==> src/rtl/reg_alu_datapath.sv <==
// Register file plus ALU in a two-stage pipeline: S1 latches operands at accept,
// S2 holds the executed result/flags while the regfile is written on the S1->S2 advance.
module reg_alu_datapath #(
  parameter int WIDTH   = 8,
  parameter int NREGS   = 8,
  parameter int IMM_W   = 8,
  parameter int ZERO_R0 = 1,
  localparam int AW     = $clog2(NREGS)
) (
  input  logic             clk,
  input  logic             rst,
  input  logic             op_valid,
  output logic             op_ready,
  input  logic [3:0]       opcode,
  input  logic             alu_src,
  input  logic [AW-1:0]    rd,
  input  logic [AW-1:0]    rs1,
  input  logic [AW-1:0]    rs2,
  input  logic [IMM_W-1:0] imm,
  output logic             res_valid,
  input  logic             res_ready,
  output logic [WIDTH-1:0] result,
  output logic [3:0]       flags,
  input  logic [AW-1:0]    dbg_addr,
  output logic [WIDTH-1:0] dbg_data
);
  localparam int SW = $clog2(WIDTH);
  localparam int MSB = WIDTH - 1;

  localparam logic [3:0] OP_ADD = 4'd0, OP_SUB = 4'd1, OP_AND = 4'd2, OP_OR   = 4'd3,
                         OP_XOR = 4'd4, OP_SLL = 4'd5, OP_SRL = 4'd6, OP_SRA  = 4'd7,
                         OP_SLT = 4'd8, OP_PASSB = 4'd9;

  logic [WIDTH-1:0] rf_q [NREGS];

  logic             s1_valid_q, s1_valid_d;
  logic [3:0]       s1_op_q, s1_op_d;
  logic [AW-1:0]    s1_rd_q, s1_rd_d;
  logic [WIDTH-1:0] s1_a_q, s1_a_d, s1_b_q, s1_b_d;

  logic             s2_valid_q, s2_valid_d;
  logic [WIDTH-1:0] s2_res_q, s2_res_d;
  logic [3:0]       s2_flags_q, s2_flags_d;

  // Handshakes: a transfer happens on a rising edge where valid && ready; the producer
  // keeps its payload stable while valid is high and ready is low.
  logic s2_free, accept, advance;
  assign s2_free  = !s2_valid_q || res_ready;
  assign op_ready = s2_free || !s1_valid_q;
  assign accept   = op_valid && op_ready;
  assign advance  = s1_valid_q && s2_free;

  // ALU on the S1 operands
  logic [WIDTH:0]   add_x, sub_x;
  logic [SW-1:0]    shamt;
  logic [WIDTH-1:0] alu_res;
  logic             alu_c, alu_v, alu_wr, s1_wr;

  assign add_x = {1'b0, s1_a_q} + {1'b0, s1_b_q};
  assign sub_x = {1'b0, s1_a_q} + {1'b0, ~s1_b_q} + {{WIDTH{1'b0}}, 1'b1};
  assign shamt = s1_b_q[SW-1:0];

  always_comb begin
    alu_res = '0;
    alu_c   = 1'b0;
    alu_v   = 1'b0;
    alu_wr  = 1'b1;
    case (s1_op_q)
      OP_ADD: begin
        alu_res = add_x[WIDTH-1:0];
        alu_c   = add_x[WIDTH];
        alu_v   = (s1_a_q[MSB] == s1_b_q[MSB]) && (alu_res[MSB] != s1_a_q[MSB]);
      end
      OP_SUB: begin
        alu_res = sub_x[WIDTH-1:0];
        alu_c   = sub_x[WIDTH];
        alu_v   = (s1_a_q[MSB] != s1_b_q[MSB]) && (alu_res[MSB] != s1_a_q[MSB]);
      end
      OP_AND:   alu_res = s1_a_q & s1_b_q;
      OP_OR:    alu_res = s1_a_q | s1_b_q;
      OP_XOR:   alu_res = s1_a_q ^ s1_b_q;
      OP_SLL:   alu_res = s1_a_q << shamt;
      OP_SRL:   alu_res = s1_a_q >> shamt;
      OP_SRA:   alu_res = $signed(s1_a_q) >>> shamt;
      OP_SLT:   alu_res = {{(WIDTH-1){1'b0}}, ($signed(s1_a_q) < $signed(s1_b_q))};
      OP_PASSB: alu_res = s1_b_q;
      default:  alu_wr  = 1'b0;
    endcase
  end

  // Undefined opcodes and writes to a hard-wired r0 still report, but never touch the regfile.
  assign s1_wr = alu_wr && !((ZERO_R0 != 0) && (s1_rd_q == '0));

  // Operand read with bypass from the op advancing out of S1 this cycle
  logic [WIDTH-1:0] rf_a, rf_b, imm_sext, op_a, op_b;
  assign rf_a     = ((ZERO_R0 != 0) && (rs1 == '0)) ? '0 : rf_q[rs1];
  assign rf_b     = ((ZERO_R0 != 0) && (rs2 == '0)) ? '0 : rf_q[rs2];
  assign imm_sext = WIDTH'($signed(imm));
  assign op_a     = (advance && s1_wr && (rs1 == s1_rd_q)) ? alu_res : rf_a;
  assign op_b     = !alu_src ? imm_sext :
                    (advance && s1_wr && (rs2 == s1_rd_q)) ? alu_res : rf_b;

  always_comb begin
    s1_valid_d = s1_valid_q;
    s1_op_d    = s1_op_q;
    s1_rd_d    = s1_rd_q;
    s1_a_d     = s1_a_q;
    s1_b_d     = s1_b_q;
    if (accept) begin
      s1_valid_d = 1'b1;
      s1_op_d    = opcode;
      s1_rd_d    = rd;
      s1_a_d     = op_a;
      s1_b_d     = op_b;
    end else if (advance) begin
      s1_valid_d = 1'b0;
    end
  end

  always_comb begin
    s2_valid_d = s2_valid_q;
    s2_res_d   = s2_res_q;
    s2_flags_d = s2_flags_q;
    if (advance) begin
      s2_valid_d = 1'b1;
      s2_res_d   = alu_res;
      s2_flags_d = {alu_res[MSB], alu_wr && (alu_res == '0), alu_c, alu_v};
    end else if (res_ready) begin
      s2_valid_d = 1'b0;
    end
  end

  always_ff @(posedge clk or negedge rst) begin
    if (!rst) begin
      s1_valid_q <= 1'b0;
      s1_op_q    <= '0;
      s1_rd_q    <= '0;
      s1_a_q     <= '0;
      s1_b_q     <= '0;
      s2_valid_q <= 1'b0;
      s2_res_q   <= '0;
      s2_flags_q <= '0;
    end else begin
      s1_valid_q <= s1_valid_d;
      s1_op_q    <= s1_op_d;
      s1_rd_q    <= s1_rd_d;
      s1_a_q     <= s1_a_d;
      s1_b_q     <= s1_b_d;
      s2_valid_q <= s2_valid_d;
      s2_res_q   <= s2_res_d;
      s2_flags_q <= s2_flags_d;
    end
  end

  always_ff @(posedge clk or negedge rst) begin
    if (!rst) begin
      for (int i = 0; i < NREGS; i++) rf_q[i] <= '0;
    end else if (advance && s1_wr) begin
      rf_q[s1_rd_q] <= alu_res;
    end
  end

  assign res_valid = s2_valid_q;
  assign result    = s2_res_q;
  assign flags     = s2_flags_q;
  assign dbg_data  = rf_q[dbg_addr];
endmodule
==> config.mk <==
export PLATFORM = sky130hd
export DESIGN_NAME = reg_alu_datapath
export DESIGN_NICKNAME = d
export VERILOG_FILES = /design/src/rtl/reg_alu_datapath.sv
export SDC_FILE = /design/constraint.sdc
export NUM_CORES = 1
export LEC_CHECK = 0
export CAP_MARGIN = 20
export CORE_UTILIZATION = 48
export CTS_CLUSTER_DIAMETER = 150
export DETAILED_ROUTE_END_ITERATION = 8
export HOLD_SLACK_MARGIN = 0.08
export PLACE_DENSITY = 0.67
export SYNTH_ARGS = -nofsm -noshare
export SYNTH_HDL_FRONTEND = slang
export SYNTH_SLANG_ARGS = --single-unit
==> constraint.sdc <==
create_clock -name clk -period 5.3 [get_ports clk]
set_input_delay 1.06 -clock clk [delete_from_list [all_inputs] [get_ports clk]]
set_output_delay 1.06 -clock clk [all_outputs]
set_load 0.01 [all_outputs]
== After elaboration in Yosys (flattened, before gate mapping) ==
Cells that the tools add are included.

* Flip-flop bits (word level): 101
* Bits in latches: 0
* Bits in writable memories: 0
* Bits in read-only memories: 0
* Bits of input ports: 29
* Output and inout port bits: 22
* Logic and storage cells: 99
* Memories kept: 0

* $add $sub $neg: 3
* Multipliers: 0
* Divide/modulo/power cells: 0
* $lt $le $gt $ge: 6
* Eq/ne operators: 15
* Shifts and indexed selects: 3
* Muxes and demuxes: 25
* Bitwise gates (word level): 8
* Reduce and logical (&&, ||, !) cells: 23

{| class="wikitable"
|+ Operators with widths
! cell !! count
|-
| $mux 8 || 12
|-
| $pmux 8 s10 || 1
|-
| $bmux 8 s3 || 3
|-
| $bwmux 64 || 1
|-
| $demux 8 s3 || 1
|-
| $add 8x8->9 || 2
|-
| $eq 4x3->1 const B || 4
|-
| $ge 4x4->1 const B || 4
|-
| $not 3->4 || 4
|-
| $logic_and 1x1->1 || 10
|-
| $reduce_or 10->1 || 1
|-
| $add 9x1->9 const B || 1
|-
| $logic_not 3->1 || 3
|-
| $and 8x8->8 || 1
|-
| $eq 4x2->1 const B || 2
|-
| $eq 4x4->1 const B || 2
|-
| $logic_not 8->1 || 1
|-
| $lt 8x8->1 || 1
|-
| $not 8->8 || 1
|-
| $or 8x8->8 || 1
|-
| $shl 8x3->8 || 1
|-
| $shr 8x3->8 || 1
|-
| $sshr 8x3->8 || 1
|-
| $xor 8x8->8 || 1
|-
| 11 further kinds || 23
|}

== Depth between registers and ports, before layout ==
Gate-level depths: netlist (run 1).

* Depth after elaboration: 8
* Gate-level depth with buffers: 12
* Gate-level depth less buffers: 11

== Worst setup path after synthesis (run 1) ==
No wires, ideal clock.

* Kind: in2out
* Start: input dbg_addr[0]
* End: output dbg_data[0]
* Arrival time: 2587 ps
* Data required time: 4240 ps
* Slack: 1653 ps
* Stages: 4
* Path buffers: 2
* Cell sequence: clkbuf_1 -> buf_2 -> mux4_2 -> mux2_2

* Word-level cells in the longest chain between the ends: 4

{| class="wikitable"
|+ Ends and longest elaborated chain
! what !! line !! RTL
|-
| start, declared || 24 || <nowiki>input logic [AW-1:0] dbg_addr,</nowiki>
|-
| $not 3->4 (implied by the code) || 166 || <nowiki>assign dbg_data = rf_q[dbg_addr];</nowiki>
|-
| $bmux 8 s3 || 166 ||
|-
| $mux 8 (implied by the code) (2 in series) || 166 ||
|-
| end, declared || 25 || <nowiki>output logic [WIDTH-1:0] dbg_data</nowiki>
|}

No other way between the ends. The select of a mux whose other input is x is not followed.

== Worst setup path in the final report (run 1) ==
* Start: input dbg_addr[1]
* End: output dbg_data[2]

The elaborated chain is that of the path after synthesis.

==> results of run 1 <==
layout make-up:
cell class / instances / share of cell area [%]
well taps: 184 / 2.81
clock inverters: 3 / 0.321
repair buffers: 62 / 7.15
multi-input cells: 483 / 54.8
clock buffers: 13 / 3.30
inverters: 24 / 1.10
flip-flops and latches: 100 / 30.5
flip-flops by register name, indices dropped and copies added (netlist names):
signal	count
flags	3
rf_q	64
result	8
s1_a_q	8
s1_rd_q	3
s1_valid_q	1
s1_op_q	4
s1_b_q	8
res_valid	1
synthesized netlist by cell type (5+ instances only):
master,number,share of area (%)
a211oi_1,6,0.61
a21oi_1,40,2.7
a221oi_1,9,1.1
a22o_1,5,0.59
a32oi_1,6,0.71
buf_2,33,2.2
clkbuf_1,24,1.2
dfrtp_1,100,34
ha_1,25,4.2
inv_1,23,1.2
mux2_2,65,9.9
mux2i_1,8,1.1
mux4_2,56,17
nand2_1,53,2.7
nand2b_1,13,1.1
nand3_1,6,0.41
nor2_1,28,1.4
nor2b_1,8,0.68
nor3_1,12,0.81
o211ai_1,7,0.71
o21ai_0,28,1.9
o21ai_1,5,0.34
o22ai_1,9,0.76
stage by stage:
stage | setup WS (ns) | std cells
after floorplan | 1.65 | 670
after global routing | 0.857 | 869
after global placement | 1.03 | 852
after detailed placement | 0.894 | 852
final | 0.895 | 869
after CTS | 0.898 | 868
worst max-delay path by stage:
stage	startpoint	endpoint	depth (start not counted)
final	dbg_addr[1]	dbg_data[2]	4
after global routing	dbg_addr[1]	dbg_data[2]	4
after CTS	dbg_addr[1]	dbg_data[2]	4
after detailed placement	dbg_addr[1]	dbg_data[5]	4
after global placement	dbg_addr[1]	dbg_data[2]	4
after floorplan	dbg_addr[0]	dbg_data[0]	4
worst max-delay path, stage by stage:
cell and delay, ns:
clkdlybuf4s50_1 1.06, mux4_2 0.43, mux2_2 0.30, clkdlybuf4s50_1 0.48
routing by layer:
metal | share of wire [%] | global-route usage, % | wire length (um)
met5 | 0 | 0 | 0
met4 | 3.0 | 9.71 | 622
met3 | 5.6 | 4.67 | 1140
met2 | 49 | 44.7 | 10100
met1 | 42 | 35.2 | 8610
power by group through the flow:
stage	clock network (uW)	registers (uW)	logic, uW
final	651	1400	1940
after global routing	701	1440	2090
after CTS	667	1390	1920
after detailed placement	0	1400	1910
after global placement	0	1370	1860
after floorplan	0	1270	1420
layout by cell type (no fill, tap or decap), drive strengths merged, types with 5 or more instances in the layout:
cell type	netlist	final
a211oi	6	6
a21oi	40	40
a221oi	9	9
a22o	5	5
a32oi	6	6
buf	39	12
clkbuf	24	14
clkdlybuf4s50	0	49
dfrtp	100	100
ha	25	25
inv	23	25
mux2	65	65
mux2i	8	8
mux4	57	57
nand2	53	53
nand2b	13	13
nand3	7	7
nor2	31	31
nor2b	8	8
nor3	16	16
o211ai	7	7
o21ai	33	33
o22ai	9	9
cell families (layout without fill, tap and decap cells):
family          after synthesis  after routing  share of synthesized area (%)
fa+ha+maj                    27             27                           4.78
simple gates                159            159                           11.9
xor+xnor                      6              6                          0.712
mux                         130            130                           28.5
buf+inv                      87            102                           5.24
flops                       100            100                           33.9
compound gates              161            161                           15.0
==> results.md, run 1 <==
- Reg2reg end: s1_b_q[7]
- Hold Startpoint: rf_q[61]
- Drt drc: 0
- Via count: 5771
- Clock Sinks: 100
- DRT antenna net count: 0
- HP Class: flop to flop
- Outcome: completed
- Setup CP Type: input port to output port
- Antenna violations before repair: 0
- CTS tree: done
- Die ar.: 0.0159 mm2
- Element type at the critical path start: input port
- # rows: 44
- P_int: 2400 uW
- Die Y: 126 um
- Post-CTS resize count: 0
- Clock transition at path regs: 0.06 ns
- Worst vdd rail ir drop: 241 uV
- Multi-input gate area: 0.00449 mm2
- Syn_area_per_cell: 11.0 um2
- Port bufs: 50
- Hold path cells: 0
- Worst-skew pair later-pin latency: 0.36 ns
- Setup TNS Final: 0 ns
- Leak: 0.00338 uW
- YS warnings: 0
- Max Cap Viol: 0
- Seq cells post-synth: 100
- Vias per inst: 6.64
- Initial Utilization: 50.0%
- Post-DP HPWL: 14.5 mm
- R2R Setup Slk: 1.54 ns
- Fin. Hold Viols: 0
- Hold buffers post-CTS: 0
- Final period util: 83.1%
- GRT overflow: 0
- WL per Instance: 23.6 um
- Final Core Density: 55.5%
- Worst r2r src: s1_b_q[2]
- Post-CTS Setup Bufs: 0
- Peak Freq: 227 MHz
- Final instance area: 0.00819 mm2
- Async SR Flop Fraction: 100%
- Highest net fanout along the worst path: 16
- CTS HTree Levels: 3
- Die Width: 126 um
- Fill cell count: 1249
- Logic pwr share: 48.6%
- Post-synthesis sequential area ratio: 33.9%
- Most used DFF post-synth: dfrtp_1
- Worst EP required: 4.24 ns
- Final min period: 4.40 ns
- Core Footprint: 0.0148 mm2
- Layout area overhead: 11.1%
- Worst Tran Pin Value: 1.07 ns
- Distinct cells, synth: 71
- Worst Hold Margin: 0.415 ns
- RSZ-0062 raised after global routing: false
- Switching Fraction: 39.8%
- Root Driver: clkbuf_16
- TritonRoute pass-1 iters: 5
- DP Area: 0.00789 mm2
- Reg2reg path depth: 9
- Clock Skews: 0.0105 ns
- Pwr/cell area: 487 mW/mm2
- Ant. Diodes: 0
- Clock buffer depth: 2
- First-pass GRT wire length: 32.7 mm
- Mapped cell area: 0.00738 mm2
- Placer Congestion: 0.942
- Clock power frac: 16.3%
- Syn Inst Count: 670
- Total GRT Usage: 26.8%
- Iteration-0 DRC Markers: 563
- Switching power: 1590 uW
- Sequential Area: 0.00250 mm2
- DRT Wirelength: 20.5 mm
- CP endpoint kind: output port
- Layout cells sized above 1: 24.4%
- WP data arrival: 3.34 ns
- EDFF count, synth: 0
- Total CTS buffers: 9
- Hold EP: rf_q[61]
- Largest net degree at the start of global routing: 57
- Nets: 736
- Overall power: 3990 uW
- Register share of total power: 35.1%
- Slew HR: 28.7%
- Fin. max-slew vios: 0
- Vias in the first global route: 5811
- Final setup viols: 0
- Mapped Nets: 726
- IO Pins: 51
(Power assumes the default switching activity.)
==> run 2, diff against run 1 <==
--- a/config.mk
+++ b/config.mk
@@ -10,7 +10,7 @@
 export CTS_CLUSTER_DIAMETER = 150
 export DETAILED_ROUTE_END_ITERATION = 8
 export HOLD_SLACK_MARGIN = 0.08
-export PLACE_DENSITY = 0.67
+export PLACE_DENSITY = 0.7
 export SYNTH_ARGS = -nofsm -noshare
 export SYNTH_HDL_FRONTEND = slang
 export SYNTH_SLANG_ARGS = --single-unit
==> constraint.sdc (replaced) <==
create_clock -name clk -period 3.7 [get_ports clk]
set_input_delay 0.74 -clock clk [delete_from_list [all_inputs] [get_ports clk]]
set_output_delay 0.74 -clock clk [all_outputs]
set_load 0.01 [all_outputs]
==> run 2 against run 1 <==
Design area is 3.1% higher. Clock skew hardly changed. Combinational power is 49% higher. Cell count is 2.6% higher. Critical path type unchanged.
==> results.md, run 2 (synthesis gave the netlist of run 1 again) <==
- P_int: 3640 uW
- Slew HR: 44.1%
- Clock power frac: 18.5%
- Layout cells sized above 1: 26.7%
- Nets: 759
- Largest register FFs: 64
- Die Y: 126 um
- CTS tree: done
- Worst Hold Margin: 0.254 ns
- DRT antenna net count: 0
- Clock buffer depth: 2
- Commonest non-fill, non-tap cell in the layout: dfrtp_1
- # rows: 44
- WL per Instance: 23.6 um
- Port bufs: 50
- IO Pins: 51
- Final setup viols: 0
- HP Class: input port to asynchronous set/reset pin
- Worst Tran Pin Value: 0.838 ns
- Worst-skew pair later-pin latency: 0.36 ns
- Final Core Density: 57.2%
- Die ar.: 0.0159 mm2
- Clock transition at path regs: 0.07 ns
- Layout area overhead: 14.5%
- Leak: 0.00353 uW
- Drt drc: 0
- Initial Utilization: 50.0%
- CP endpoint kind: output port
- Largest net degree at the start of global routing: 85
- Final period util: 94.1%
- Met2 GRT Util: 45.0%
- Met3 usage: 4.84%
- Worst r2r src: s1_a_q[0]
- Post-CTS Setup Bufs: 0
- Register share of total power: 32.8%
- Element type at the critical path start: input port
- Die Width: 126 um
- Post-DP HPWL: 15.1 mm
- Via count: 5906
- DRT Wirelength: 21.0 mm
- Core Footprint: 0.0148 mm2
- Max Cap Viol: 0
- Busiest layer in global routing: met2
- Iteration-0 DRC Markers: 423
- Worst EP required: 2.96 ns
- Setup TNS Final: 0 ns
- Pwr/cell area: 706 mW/mm2
- Fin. Hold Viols: 0
- Peak Freq: 287 MHz
- Highest net fanout along the worst path: 16
- Final min period: 3.48 ns
- First-pass GRT wire length: 33.4 mm
- Switching power: 2320 uW
- R2R Setup Slk: 0.49 ns
- RSZ-0062 raised after global routing: false
- Ant. Diodes: 0
- Total CTS buffers: 9
- Setup CP Type: input port to output port
- Total GRT Usage: 27.7%
- CTS HTree Levels: 3
- Clock Skews: 0.0105 ns
- GR met1 Demand/Resource: 35.4%
- Reg with most FFs: rf_q
- GRT overflow: 0
- Reg2reg path depth: 11
- Antenna violations before repair: 0
- Fin. max-slew vios: 0
- Placer Congestion: 0.911
- Reg2reg end: rf_q[54]
- Vias in the first global route: 6043
- Outcome: completed
- Logic pwr share: 48.7%
- Most frequent cells in the layout: 100 x dfrtp_1, 65 x mux2_2, 56 x mux4_2
- Clock Sinks: 100
- Switching Fraction: 38.9%
- Worst vdd rail ir drop: 410 uV
- Hold buffers post-CTS: 0
- Post-CTS resize count: 0
- WP data arrival: 2.74 ns
- Root Driver: clkbuf_16
- Vias per inst: 6.62
- TritonRoute pass-1 iters: 5
==> run 2: worst max path at each step <==
stage                            from     endpoint  slack (ns)  cells past startpoint
after global placement    dbg_addr[0]  dbg_data[3]        0.25                      5
final                     dbg_addr[0]  dbg_data[3]        0.22                      5
after detailed placement  dbg_addr[0]  dbg_data[7]        0.21                      5
after global routing      dbg_addr[0]  dbg_data[3]        0.16                      5
after floorplan           dbg_addr[0]  dbg_data[1]        0.69                      4
after CTS                 dbg_addr[0]  dbg_data[7]        0.20                      5
==> run 2: cell type report <==
| cell class | instances | area, um2 |
|---|---|---|
| multi-input combinational | 483 | 4490 |
| tap | 184 | 230 |
| sequential | 100 | 2500 |
| fill | 1238 | 6310 |
| inverter | 24 | 90.1 |
| timing repair buffer | 85 | 793 |
| clock inverter | 5 | 108 |
| clock buffer | 11 | 233 |
==> run 2: stage by stage <==
| step | setup slack [ns] | instance area (um2) | cells | total power, uW |
|---|---|---|---|---|
| final | 0.220 | 8440 | 892 | 5960 |
| after global routing | 0.162 | 8440 | 892 | 6270 |
| after CTS | 0.205 | 8420 | 891 | 5930 |
| after detailed placement | 0.211 | 8080 | 875 | 4820 |
| after global placement | 0.246 | 8080 | 875 | 4710 |
| after floorplan | 0.693 | 7380 | 670 | 3850 |
==> run 2: power by group through the flow <==
stage               sequential (uW)  clock (uW)  combinational [uW]
floorplan                      1820           0                2030
global placement               1920           0                2790
detailed placement             1960           0                2860
CTS                            1940        1110                2880
global route                   2010        1140                3120
finish                         1950        1100                2900
==> run 2: worst max-delay path, cell delays in order <==
cell             delay (ns)
clkdlybuf4s50_1        0.51
buf_12                 0.19
mux4_2                 0.52
mux2_2                 0.29
clkdlybuf4s50_1        0.48
==> run 2: layer usage <==
layer / share of wire, % / routed length (um)
met1: 41 / 8590
met2: 49 / 10300
met3: 5.7 / 1200
met4: 4.4 / 921
met5: 0 / 0
